**src/rtl/incrementor.sv**
```systemverilog
// N-bit unsigned +1 incrementor built from a half-adder chain, with an optional
// registered copy of the result plus carry, valid pulse and saturating wrap count.
module incrementor #(
   parameter int unsigned N      = 4,
   parameter int unsigned WRAP_W = 8
) (
   input  logic              clk,
   input  logic              rst_n,
   input  logic [N-1:0]      in,
   input  logic              en,
   output logic [N-1:0]      out,
   output logic              carry,
   output logic [N-1:0]      q,
   output logic              q_carry,
   output logic              q_valid,
   output logic [WRAP_W-1:0] wrap_cnt
);

   localparam logic [WRAP_W-1:0] WRAP_MAX = '1;

   logic [N-1:0]      q_d, q_q;
   logic              q_carry_d, q_carry_q;
   logic              q_valid_d, q_valid_q;
   logic [WRAP_W-1:0] wrap_cnt_d, wrap_cnt_q;

   // Ripple half-adder chain seeded with a constant carry-in of 1
   always_comb begin
      logic c;
      c   = 1'b1;
      out = '0;
      for (int unsigned i = 0; i < N; i++) begin
         out[i] = in[i] ^ c;
         c      = in[i] & c;
      end
      carry = c;
   end

   // Capture on en; valid drops whenever en is low
   always_comb begin
      q_d        = q_q;
      q_carry_d  = q_carry_q;
      q_valid_d  = 1'b0;
      wrap_cnt_d = wrap_cnt_q;
      if (en) begin
         q_d       = out;
         q_carry_d = carry;
         q_valid_d = 1'b1;
         if (carry && (wrap_cnt_q != WRAP_MAX)) begin
            wrap_cnt_d = wrap_cnt_q + WRAP_W'(1);
         end
      end
   end

   always_ff @(posedge clk or negedge rst_n) begin
      if (!rst_n) begin
         q_q        <= '0;
         q_carry_q  <= 1'b0;
         q_valid_q  <= 1'b0;
         wrap_cnt_q <= '0;
      end else begin
         q_q        <= q_d;
         q_carry_q  <= q_carry_d;
         q_valid_q  <= q_valid_d;
         wrap_cnt_q <= wrap_cnt_d;
      end
   end

   assign q        = q_q;
   assign q_carry  = q_carry_q;
   assign q_valid  = q_valid_q;
   assign wrap_cnt = wrap_cnt_q;

endmodule

```
**config.mk**
```make
export PLATFORM = sky130hd
export DESIGN_NAME = incrementor
export DESIGN_NICKNAME = d
export VERILOG_FILES = /design/src/rtl/incrementor.sv
export SDC_FILE = /design/constraint.sdc
export NUM_CORES = 1
export LEC_CHECK = 0
export CAP_MARGIN = 10
export CORE_UTILIZATION = 44
export CTS_CLUSTER_SIZE = 25
export DETAILED_ROUTE_END_ITERATION = 12
export HOLD_SLACK_MARGIN = 0.02
export PLACE_DENSITY = 0.91
export SKIP_LAST_GASP = 1
export SYNTH_ARGS = -nofsm -noshare
export SYNTH_HDL_FRONTEND = slang
export SYNTH_SLANG_ARGS = --single-unit
```
**constraint.sdc**
```tcl
create_clock -name clk -period 2.1 [get_ports clk]
set_input_delay 0.42 -clock clk [delete_from_list [all_inputs] [get_ports clk]]
set_output_delay 0.42 -clock clk [all_outputs]
set_load 0.01 [all_outputs]
```
==> results_dict.tcl <==
set metrics [dict create \
    power_density_nw_per_um2 787.8 \
    syn_inst 52 \
    grt_overflow 0 \
    slew_headroom 0.5831 \
    grt_pass1_wl_mm 2.297 \
    place_ws_ns -0.3847 \
    worst_r2r_startpoint "wrap_cnt[3]" \
    min_from "in[0]" \
    core_um2 1334 \
    clock_path_buffers 2 \
    max_stage_delay_ns 0.40 \
    worst_path_max_delay_cell "clkdlybuf4s50_1" \
    grt_max_degree 15 \
    syn_area_um2 648.1 \
    fin_nets 94 \
    start_util 0.4859 \
    area_growth_pct 47.88 \
    setup_viol 0 \
    multiInputGateArea_um2 281.5 \
    hold_path_class "primary input to flop" \
    layout-drive-gt1-share 0.1829 \
    crit_buf_inv 2 \
    hold_slack_ns 0.5088 \
    row_count 13 \
    timing.final.crit_share 0.9741 \
    vias 533 \
    holdPathEnd "q[0]" \
    cts_sinks 14 \
    yosysWarnings 0 \
    worst_setup_path_end_kind "primary output" \
    worstHoldPathCells 3 \
    firstDrtPassIters 2 \
    yosysSeqAreaShare 0.5405 \
    viasPerCell 5.495 \
    cts-buffers-inserted 3 \
    cts_htree_levels 1 \
    gp_congestion 0.6952 \
    ctsHoldBuffers 0 \
    avgSynthCellArea_um2 12.46 \
    dieWidth_um 40.38 \
    drt_wl_total_mm 1.500 \
    ys_ff_latch 14 \
    track_usage 0.2284 \
    pin_count 26 \
    maxSlewViolCount 0 \
    crit_arrival_ns 1.63 \
    antenna_found_initial 0 \
    max_cap_violations 0 \
    clk_latency_ns 0.28 \
    ant_nets 0 \
    cp_top_family "adder cells" \
    rrSetupSlack_ns 0.66 \
    hold_viol_final 0 \
    grt_pass1_vias 538 \
    cts_tree "done" \
    cts-root-buf "clkbuf_4" \
    hpwlAfterDp_mm 1.149 \
    r2r_end "wrap_cnt[1]" \
    worstPathCellList "clkdlybuf4s50_1 -> ha_1 -> ha_1 -> ha_1 -> buf_2" \
    die_h_um 40.38 \
    first_iter_violations 11 \
    skew_ns 0.002293 \
    crit_required_ns 1.68 \
    crit_type "primary input to primary output" \
    p_leak_nw 0.4380 \
    io_buffers 25 \
    worst_pin_slew_ns 0.6233 \
    crit_path_max_fanout 2 \
    crit_top_cell "ha_1" \
    dieArea_um2 1631 \
    layout_setup_ws_ns 0.05444 \
    clk_pin_slew_ns 0.09 \
    peakVddDrop_v 0.0005242 \
    status "completed" \
    yosys.cell_types.count 18 \
    synth_nets 63 \
    rsz0062_at_grt "no" \
    wl_per_cell_um 15.46 \
    regArea_um2 350.3 \
    r2r_cells 4 \
    n_antenna_cell 0 \
    fmax_ghz 0.4889 \
    setup.worst_path.start_class "primary input" \
    fin_crit_ns 2.046 \
    fill_cells 96 \
    route.detailed.drc 0 \
]
[flip-flops by register name, indices dropped and copies added, names as in the netlist]
name,cells
q,4
q_carry,1
q_valid,1
wrap_cnt,8
[report_power, final]
part | total, W | leakage, nW | internal, W | switching (W)
Clock | 0.000199 | 0.0210 | 0.000105 | 0.0000937
Sequential | 0.000349 | 0.180 | 0.000306 | 0.0000422
Combinational | 0.000207 | 0.237 | 0.000125 | 0.0000824
Total | 0.000755 | 0.438 | 0.000537 | 0.000218
[synth_stat cells]
| cell type | number | area (um2) |
|---|---|---|
| nand3_1 | 6 | 30.03 |
| inv_1 | 3 | 11.26 |
| a21oi_1 | 1 | 5.000 |
| mux2_4 | 1 | 15.01 |
| o21ai_0 | 1 | 5.000 |
| nand4_4 | 1 | 21.27 |
| o21a_1 | 1 | 7.510 |
| dfrtp_1 | 14 | 350.3 |
| nor2_1 | 3 | 11.26 |
| buf_2 | 1 | 5.000 |
| mux2_2 | 4 | 45.04 |
| nand2_1 | 2 | 7.510 |
| ha_1 | 4 | 50.05 |
| nand3_2 | 1 | 10.01 |
| and4_4 | 1 | 11.26 |
| a31oi_1 | 1 | 6.260 |
| nand4_1 | 2 | 12.51 |
| xnor2_1 | 5 | 43.79 |
[what timing repair did]
item / in CTS / in global routing
setup buffers: 0 / 0
gates resized for setup: 5 / 4
hold endpoints to repair: 0 / 0
setup endpoints to repair: 4 / 2
pin swaps: 0 / 0
[layout make-up]
class,count,share of cell area
repair buffers,27,0.2715
clock buffers,4,0.03786
inverters,3,0.01175
flip-flops and latches,14,0.3655
multi-input cells,34,0.2937
well taps,15,0.01958
[worst register-to-register path: stages (launching register included)]
cell,delay [ns]
dfrtp_1,0.47
and4_4,0.29
nand4_4,0.13
nand3_2,0.13
mux2_4,0.30
[cell families (layout without fill, tap and decap cells)]
group | count (synthesis) | in the layout | share of synthesized area
simple gates | 16 | 16 | 0.1602
flops | 14 | 14 | 0.5405
xor+xnor | 5 | 5 | 0.06756
mux | 5 | 5 | 0.09265
fa+ha+maj | 4 | 4 | 0.07722
compound gates | 4 | 4 | 0.03668
buf+inv | 4 | 34 | 0.02509
[layout by cell type (no fill, tap or decap), types with 2 or more instances in the layout]
cell	netlist	layout
nor2_1	3	3
clkbuf_4	0	3
clkdlybuf4s50_1	0	20
xnor2_1	5	5
nand3_1	6	6
inv_1	3	3
dfrtp_1	14	14
nand4_1	2	2
dlygate4sd2_1	0	2
buf_4	0	2
mux2_2	4	4
nand2_1	2	2
ha_1	4	4
[stage by stage]
step / std cells / setup TNS [ns] / instance area, um2 / util / total power, W
2_1_floorplan: 52 / 0 / 648.1 / - / 0.0004406
3_3_place_gp: 93 / -0.7889 / 927.1 / 0.6951 / 0.0005548
3_5_place_dp: 93 / -1.048 / 927.1 / 0.6951 / 0.0005684
4_1_cts: 97 / -0.1427 / 959.7 / 0.7195 / 0.0007590
5_1_grt: 97 / 0 / 958.4 / 0.7186 / 0.0007931
6_report: 97 / 0 / 958.4 / 0.7186 / 0.0007551
[per-layer routing]
metal,track usage,routed length (um)
met1,0.2371,591
met2,0.3810,786
met3,0.08333,87
met4,0.1500,34
met5,0,0
[worst max-delay path by stage]
stage | startpoint | endpoint | slack (ns) | cells after the start
finish | in[1] | out[3] | 0.05 | 5
global route | in[1] | out[3] | 0.02 | 5
CTS | in[0] | out[3] | -0.14 | 5
detailed placement | in[0] | out[3] | -0.38 | 5
global placement | in[0] | out[3] | -0.35 | 5
floorplan | in[0] | wrap_cnt[5] | 0.53 | 7
Power figures use the tool's default switching activity.
